--- config.mk ---
export PLATFORM = sky130hd
export DESIGN_NAME = baud_cfg_ctrl
export DESIGN_NICKNAME = d
export VERILOG_FILES = /design/src/rtl/baud_cfg_ctrl.sv
export SDC_FILE = /design/constraint.sdc
export NUM_CORES = 1
export LEC_CHECK = 0
export CORE_UTILIZATION = 53
export CTS_BUF_LIST = sky130_fd_sc_hd__clkbuf_8
export DETAILED_ROUTE_END_ITERATION = 8
export HOLD_SLACK_MARGIN = 0.03
export PLACE_DENSITY = 0.75
export SETUP_SLACK_MARGIN = 0.4
export SLEW_MARGIN = 0
export SYNTH_ARGS = -nofsm -noshare
export SYNTH_HDL_FRONTEND = slang
export SYNTH_SLANG_ARGS = --single-unit
--- constraint.sdc ---
create_clock -name clk -period 1.9 [get_ports clk]
set_input_delay 0.475 -clock clk [delete_from_list [all_inputs] [get_ports clk]]
set_output_delay 0.475 -clock clk [all_outputs]
set_load 0.05 [all_outputs]
--- src/rtl/baud_cfg_ctrl.sv ---
// Baud generator configuration sequencer: drain the UART, hold the generator in reset with new selects, confirm lock.
// Define BAUD_CFG_PENDING_EN to add a one-entry buffer for writes arriving while a sequence is in progress.

module baud_cfg_ctrl #(
  parameter int         HOLD_CYCLES    = 4,
  parameter int         LOCK_EDGES     = 2,
  parameter int         TIMEOUT_CYCLES = 100000,
  parameter logic [1:0] RESET_SEL      = 2'b00
) (
  input  logic       clk,
  input  logic       rst,
  input  logic       cfg_wr,
  input  logic [1:0] cfg_baud_sel,
  input  logic       cfg_en_50mhz,
  input  logic       uart_busy,
  input  logic       baud_in,
  output logic       uart_hold,
  output logic       gen_rst,
  output logic [1:0] baud_sel_o,
  output logic       en_50mhz_o,
  output logic       cfg_busy,
  output logic       cfg_ready,
  output logic       cfg_err,
  output logic       cfg_drop
);

  localparam int HOLD_W = $clog2(HOLD_CYCLES + 1);
  localparam int EDGE_W = $clog2(LOCK_EDGES + 1);
  localparam int TMO_W  = $clog2(TIMEOUT_CYCLES + 1);

  localparam logic [HOLD_W-1:0] HOLD_LOAD = HOLD_W'(HOLD_CYCLES - 1);
  localparam logic [EDGE_W-1:0] EDGE_LAST = EDGE_W'(LOCK_EDGES - 1);
  localparam logic [TMO_W-1:0]  TMO_LAST  = TMO_W'(TIMEOUT_CYCLES - 1);

  typedef enum logic [1:0] {
    ST_IDLE  = 2'd0,
    ST_DRAIN = 2'd1,
    ST_APPLY = 2'd2,
    ST_LOCK  = 2'd3
  } state_t;

  state_t state_q, state_d;

  logic [2:0]        sync_q, sync_d;
  logic              edge_q, edge_d;
  logic [HOLD_W-1:0] hold_cnt_q, hold_cnt_d;
  logic [EDGE_W-1:0] edge_cnt_q, edge_cnt_d;
  logic [TMO_W-1:0]  tmo_cnt_q, tmo_cnt_d;
  logic [1:0]        shadow_sel_q, shadow_sel_d;
  logic              shadow_en_q, shadow_en_d;
  logic [1:0]        sel_q, sel_d;
  logic              en_q, en_d;
  logic              ready_q, ready_d;
  logic              err_q, err_d;
  logic              drop_q, drop_d;

  logic              accept_wr;
  logic              busy_wr;
  logic              lock_hit;
  logic              tmo_hit;
  logic              lock_done;
  logic              chain_next;
  logic              drop_evt;
  logic [1:0]        chain_sel;
  logic              chain_en;

  // Stage 0/1 synchronise baud_in; stage 2 holds the previous synchronised value for edge detection.
  assign sync_d[0] = baud_in;
  for (genvar gi = 1; gi < 3; gi++) begin : g_sync
    assign sync_d[gi] = sync_q[gi-1];
  end

  assign edge_d = sync_q[1] & ~sync_q[2];

  assign accept_wr = (state_q == ST_IDLE) && cfg_wr;
  assign busy_wr   = (state_q != ST_IDLE) && cfg_wr;
  assign lock_hit  = (state_q == ST_LOCK) && edge_q && (edge_cnt_q == EDGE_LAST);
  assign tmo_hit   = (state_q == ST_LOCK) && (tmo_cnt_q == TMO_LAST);
  assign lock_done = lock_hit || tmo_hit;

`ifdef BAUD_CFG_PENDING_EN
  logic       pend_valid_q, pend_valid_d;
  logic [1:0] pend_sel_q, pend_sel_d;
  logic       pend_en_q, pend_en_d;

  // A write landing in the same cycle LOCK ends supersedes any buffered entry.
  assign chain_next = pend_valid_q || busy_wr;
  assign chain_sel  = busy_wr ? cfg_baud_sel : pend_sel_q;
  assign chain_en   = busy_wr ? cfg_en_50mhz : pend_en_q;
  assign drop_evt   = busy_wr && pend_valid_q;

  always_comb begin
    pend_valid_d = pend_valid_q;
    pend_sel_d   = pend_sel_q;
    pend_en_d    = pend_en_q;
    if (lock_done && chain_next) begin
      pend_valid_d = 1'b0;
    end else if (busy_wr) begin
      pend_valid_d = 1'b1;
      pend_sel_d   = cfg_baud_sel;
      pend_en_d    = cfg_en_50mhz;
    end
  end

  always_ff @(posedge clk) begin
    if (!rst) begin
      pend_valid_q <= 1'b0;
      pend_sel_q   <= 2'b00;
      pend_en_q    <= 1'b0;
    end else begin
      pend_valid_q <= pend_valid_d;
      pend_sel_q   <= pend_sel_d;
      pend_en_q    <= pend_en_d;
    end
  end
`else
  assign chain_next = 1'b0;
  assign chain_sel  = shadow_sel_q;
  assign chain_en   = shadow_en_q;
  assign drop_evt   = busy_wr;
`endif

  always_ff @(posedge clk) begin
    if (!rst) begin
      state_q      <= ST_APPLY;
      sync_q       <= 3'b000;
      edge_q       <= 1'b0;
      hold_cnt_q   <= HOLD_LOAD;
      edge_cnt_q   <= '0;
      tmo_cnt_q    <= '0;
      shadow_sel_q <= RESET_SEL;
      shadow_en_q  <= 1'b0;
      sel_q        <= RESET_SEL;
      en_q         <= 1'b0;
      ready_q      <= 1'b0;
      err_q        <= 1'b0;
      drop_q       <= 1'b0;
    end else begin
      state_q      <= state_d;
      sync_q       <= sync_d;
      edge_q       <= edge_d;
      hold_cnt_q   <= hold_cnt_d;
      edge_cnt_q   <= edge_cnt_d;
      tmo_cnt_q    <= tmo_cnt_d;
      shadow_sel_q <= shadow_sel_d;
      shadow_en_q  <= shadow_en_d;
      sel_q        <= sel_d;
      en_q         <= en_d;
      ready_q      <= ready_d;
      err_q        <= err_d;
      drop_q       <= drop_d;
    end
  end

  always_comb begin
    state_d = state_q;
    unique case (state_q)
      ST_IDLE:  if (accept_wr) state_d = ST_DRAIN;
      ST_DRAIN: if (!uart_busy) state_d = ST_APPLY;
      ST_APPLY: if (hold_cnt_q == '0) state_d = ST_LOCK;
      ST_LOCK:  if (lock_done) state_d = chain_next ? ST_DRAIN : ST_IDLE;
      default:  state_d = ST_APPLY;
    endcase
  end

  always_comb begin
    hold_cnt_d   = hold_cnt_q;
    edge_cnt_d   = edge_cnt_q;
    tmo_cnt_d    = tmo_cnt_q;
    shadow_sel_d = shadow_sel_q;
    shadow_en_d  = shadow_en_q;
    sel_d        = sel_q;
    en_d         = en_q;
    ready_d      = ready_q;
    err_d        = err_q;
    drop_d       = drop_q;

    if (accept_wr) begin
      shadow_sel_d = cfg_baud_sel;
      shadow_en_d  = cfg_en_50mhz;
      ready_d      = 1'b0;
      err_d        = 1'b0;
      drop_d       = 1'b0;
    end
    if (drop_evt) drop_d = 1'b1;

    unique case (state_q)
      ST_DRAIN: begin
        if (!uart_busy) begin
          sel_d      = shadow_sel_q;
          en_d       = shadow_en_q;
          hold_cnt_d = HOLD_LOAD;
        end
      end
      ST_APPLY: begin
        // Edges seen while the generator is held in reset must not count toward lock.
        if (hold_cnt_q == '0) begin
          edge_cnt_d = '0;
          tmo_cnt_d  = '0;
        end else begin
          hold_cnt_d = hold_cnt_q - HOLD_W'(1);
        end
      end
      ST_LOCK: begin
        tmo_cnt_d = tmo_cnt_q + TMO_W'(1);
        if (edge_q) edge_cnt_d = edge_cnt_q + EDGE_W'(1);
        if (lock_hit && !chain_next) ready_d = 1'b1;
        if (tmo_hit && !lock_hit) err_d = 1'b1;
        if (lock_done && chain_next) begin
          shadow_sel_d = chain_sel;
          shadow_en_d  = chain_en;
        end
      end
      default: ;
    endcase
  end

  always_comb begin
    gen_rst   = 1'b1;
    uart_hold = 1'b1;
    cfg_busy  = 1'b1;
    unique case (state_q)
      ST_IDLE: begin
        uart_hold = 1'b0;
        cfg_busy  = 1'b0;
      end
      ST_APPLY: gen_rst = 1'b0;
      default: ;
    endcase
  end

  assign baud_sel_o = sel_q;
  assign en_50mhz_o = en_q;
  assign cfg_ready  = ready_q;
  assign cfg_err    = err_q;
  assign cfg_drop   = drop_q;

endmodule

* After elaboration in Yosys (flattened, before gate mapping)
Cells that the tools add are included.
Word-level totals: word-level logic and storage cells 72, output and inout bits 9, bits in registers 37
Operators by class: reductions and logical operators 19, mux-type cells 23, add/subtract/negate cells 3, equal/unequal tests 11, bitwise operators 3
Operators by type and width (count):
- $pmux W17 S2 | 1
- $add A17 B1 Y17 const B | 1
- $eq A17 B17 Y1 const B | 1
- $mux W17 | 1
- $mux W2 | 6
- $ne A2 B2 Y1 const B | 6
- $mux W1 | 10
- $pmux W2 S4 | 1
- $reduce_bool A2 Y1 | 4
- $logic_and A1 B1 Y1 | 6
- $mux W3 | 2
- $pmux W3 S2 | 1
- $reduce_and A3 Y1 | 2
- $eq A2 B1 Y1 const B | 2
- $eq A2 B2 Y1 const B | 2
- $pmux W2 S2 | 1
- $reduce_and A2 Y1 | 2
- $reduce_and A4 Y1 | 1
- $logic_not A3 Y1 | 1
- $sub A3 B1 Y3 const B | 1
- $add A2 B1 Y2 const B | 1
- $logic_not A2 Y1 | 1
- $not A1 Y1 | 2
- $and A1 B1 Y1 | 1
- other kinds (2) | 2

* Depth between registers and ports, before layout
word-level depth 7, mapped depth 7, depth with buffers taken out 6

* Worst setup path before layout
OpenSTA, ideal clock, no wires.
path kind reg-to-output, start register state_q[0], end output uart_hold, required time 1.425 ns, path slack 0.055 ns, data arrival time 1.370 ns, cell stages (with the launch flop) 6, cells stage by stage dfxtp_1 -> inv_1 -> ha_1 -> clkbuf_1 -> inv_1 -> buf_4
On the way: word-level cells in the longest chain between the ends 2
Ends and longest elaborated chain:
- start: declaration | RTL line 42 | state_t state_q, state_d;
- start signal: assignment | RTL line 139 | state_q <= state_d;
- $logic_not A2 Y1
- $mux W1
- end: declaration | RTL line 17 | output logic uart_hold,
Every way passes these cells.

* Final worst setup path
start register state_q[0], end register hold_cnt_q[2]
On the way: word-level cells in the longest chain between the ends 3, elaborated cells on any way between the ends 7, classes of those cells eq/ne: 4; mux: 1; reduce/logical: 2
Ends and longest elaborated chain:
- $eq A2 B2 Y1 or $eq A2 B1 Y1 (tied branches) | RTL line 187 | unique case (state_q)
- $ne A2 B2 Y1 (no source line) or $reduce_bool A2 Y1 (tied branches)
- $reduce_and A3 Y1 (no source line)
- end signal: assignment | RTL line 142 | hold_cnt_q <= hold_cnt_d;
- end: declaration | RTL line 46 | logic [HOLD_W-1:0] hold_cnt_q, hold_cnt_d;
Several ways; a longest one is shown, not always the timed one. A chain may end at the register's enable or synchronous reset.

==> out/results.txt <==
Net switching power - 1.05 mW
Critical path depth in cells - 8
Clock transition time at the flip-flop clock pins of the worst setup and hold paths - 0.07 ns
CP delay by family, top - compound AO/OA/AOI/OAI gates
Run status - finished clean
Number of distinct standard cells referenced by the synthesized netlist - 41
Via density per instance - 5.94
Die width - 60.2 µm
Start point of the critical path - state_q[0]
Clock sink count - 37
Number of failing hold endpoints at the final stage - 0
Critical path, cell by cell - inv_4, ha_4, buf_8, buf_6, nand3b_1, o2111ai_2, xnor2_1, o311a_1
Final setup violation count - 0
Synth Net Count - 216
Largest cells by area after synthesis - sky130_fd_sc_hd__dfxtp_1 (41%), sky130_fd_sc_hd__ha_1 (5.6%), sky130_fd_sc_hd__a21oi_1 (3.9%), sky130_fd_sc_hd__mux2i_1 (3.9%), sky130_fd_sc_hd__nor2b_1 (3.8%)
Static leakage - 0.920 nW
PnR worst setup slack - 0.125 ns
Non-filler instance count after layout - 287
Cts bufs inserted - 5
Total half-perimeter wirelength after legalization and detailed placement - 2770 µm
Headroom to the max-slew limit - 0.630
Netlist area before placement - 1790 µm²
Count of vias placed by the detailed router - 1704
DRC marker count from the first detailed-route iteration - 114
Max-cap viol count - 0
Largest area contributor in the netlist - sky130_fd_sc_hd__dfxtp_1
Reg-to-reg critical path startpoint - state_q[0]
Number of inserted diodes - 0
Cells on Worst Hold Path - 1
Pin count of the biggest net entering global routing - 14
Number of remaining DRC errors - 0
Height of the chip - 60.2 µm
Worst hold path type - register to register
Cell area power density - 1110 nW/µm²
Worst path required time - 2.13 ns
Gate power share - 0.490
Antenna violations before repair - 0
Capture point of the critical path - hold_cnt_q[2]
Clock network latency to the later pin of the worst-skew pair - 0.29 ns
Switch share - 0.366
Post-layout min period - 1.78 ns
Port Buffer Count - 16
Core area - 3130 µm²
Number of synthesized register bits - 37
Per-instance average area after synthesis - 8.96 µm²
Buffers from clock root to sink, at most - 2
Commonest non-fill, non-tap cells in the layout - sky130_fd_sc_hd__dfxtp_1 (32), sky130_fd_sc_hd__buf_4 (24), sky130_fd_sc_hd__nand2_1 (16), sky130_fd_sc_hd__nor2b_1 (9)
Slowest cell on crit path - sky130_fd_sc_hd__dfxtp_4
Hold buffer count at CTS - 0
Fin area - 2580 µm²
All-layer global routing usage - 0.278
Slew Limit Fails - 0
Residual overflow from global routing - 0
Nets - 259
Type of element launching the critical path - register
Clock Skews - 0.00797 ns
Buffers plus inverters on the worst setup path - 3
Std cell rows - 20
Internal Power - 1.82 mW
Post-route fraction of the period consumed by the critical path - 0.934
Wire length of the first global-routing pass - 7350 µm
Post-synthesis instance total - 200
Clock root buffer master - sky130_fd_sc_hd__clkbuf_8
Final design utilization - 0.824
Count of yosys warnings during synthesis - 0
Arrival time reported for the critical path endpoint - 2.00 ns
Type of destination of the critical path - register
Placed Cells - 261
Top fanout value on the critical path - 5
Reg2Reg Depth - 8
Share of power burned in registers - 0.319
H-tree Lvls - 2
Top-level I/O count - 17
Share of power burned in the clock network - 0.190
Clock tree from TritonCTS - done
Sequential area share after synthesis - 0.413
Routed wire length per instance - 17.9 µm
Number of global-route vias before repair - 1601
Signed area change from the synthesized netlist to the final layout - 43.8%
Number of iterations in the first detailed-routing pass - 4
Type of the worst setup path - register to register
R2r setup slk - 0.12 ns
Worst IR drop on VDD - 0.000807 V
ANT nets after route - 0
Overall die area - 3620 µm²
Unrepaired setup endpoints after global routing - yes
Fraction of post-synthesis cell area in the top cell type by area - 0.413
Cell area after placement - 2110 µm²
Post-layout power - 2.87 mW
Fraction of layout cells with a size suffix above 1 - 0.374
Minimum setup slack after placement - 0.0368 ns
Endpoint of the lowest-slack register-to-register path - hold_cnt_q[2]
Worst path max stage delay - 0.39 ns
Achievable clock frequency - 563 MHz
Initial core utilization - 0.573
Worst Tran Pin Value - 0.550 ns
Tightest hold margin - 0.385 ns
Total Wirelength - 5140 µm
Final estimated routing congestion in global placement - 0.799
Commonest non-fill, non-tap cell in the layout - sky130_fd_sc_hd__dfxtp_1
Setup TNS Final - 0 ns
[cell usage after synthesis, drive strengths merged]
cell,n
o31ai,3
and3,5
a31oi,1
and4,1
xnor2,2
o211ai,3
and3b,1
nand2b,3
or4,3
and2,4
o2111ai,6
a21oi,14
a21boi,5
buf,3
o21a,1
nor4,2
inv,12
nand3b,2
clkbuf,5
xor2,4
o21ai,12
a22oi,1
nand2,16
a211oi,1
a2111oi,1
o22ai,1
a311o,1
a32oi,2
nand3,5
nor2b,11
or3,7
a2bb2oi,1
dfxtp,37
nor2,7
nand4,1
o311a,1
ha,8
mux2i,7
[layer usage]
layer	track usage	share of wire
met1	0.314	0.39
met2	0.479	0.53
met3	0.0952	0.053
met4	0.103	0.027
met5	0	0
[power groups by stage]
stage	registers [mW]	logic, mW	clock network (mW)
global placement	0.915	0.873	0
global route	0.921	1.48	0.598
floorplan	0.920	0.633	0
CTS	0.908	1.19	0.555
finish	0.916	1.41	0.546
detailed placement	0.922	0.920	0
[sequential cells by signal (all words and copies together), names as in the netlist, 2 cells and up]
signal	count
sync_q	3
baud_sel_o	2
state_q	2
chain_sel	2
tmo_cnt_q	17
edge_cnt_q	2
hold_cnt_q	3
[layout make-up]
cell class,count,area (µm²)
multi-input cells,143,1210
flip-flops and latches,37,752
fillers,187,551
repair buffers,44,420
clock buffers,6,82.6
inverters,12,55.1
well taps,44,55.1
clock inverters,1,3.75
[cell families after synthesis]
logic type / after synthesis / synth area share
AND/OR/NAND/NOR: 68 / 0.208
AO/OA/AOI/OAI: 54 / 0.208
flip-flops: 37 / 0.413
buffers and inverters: 20 / 0.0467
adder cells (fa/ha/maj): 8 / 0.0558
multiplexers: 7 / 0.0391
XOR/XNOR: 6 / 0.0293
[worst min path at each step]
stage / start / to
2_1_floorplan: sync_q[2] / edge_q
3_3_place_gp: sync_q[2] / edge_q
4_1_cts: sync_q[2] / edge_q
5_1_grt: sync_q[2] / edge_q
3_5_place_dp: sync_q[2] / edge_q
6_report: sync_q[2] / edge_q
[repair_timing]
item                                    4_1_cts  5_1_grt
endpoints found under the setup margin       24       31
buffers inserted                             12        5
endpoints found under the hold margin         0        0
cloned                                        2        0
pin swaps                                    23       16
gates resized for setup                      35       28
Note: power is estimated with default switching activity, not from simulation.
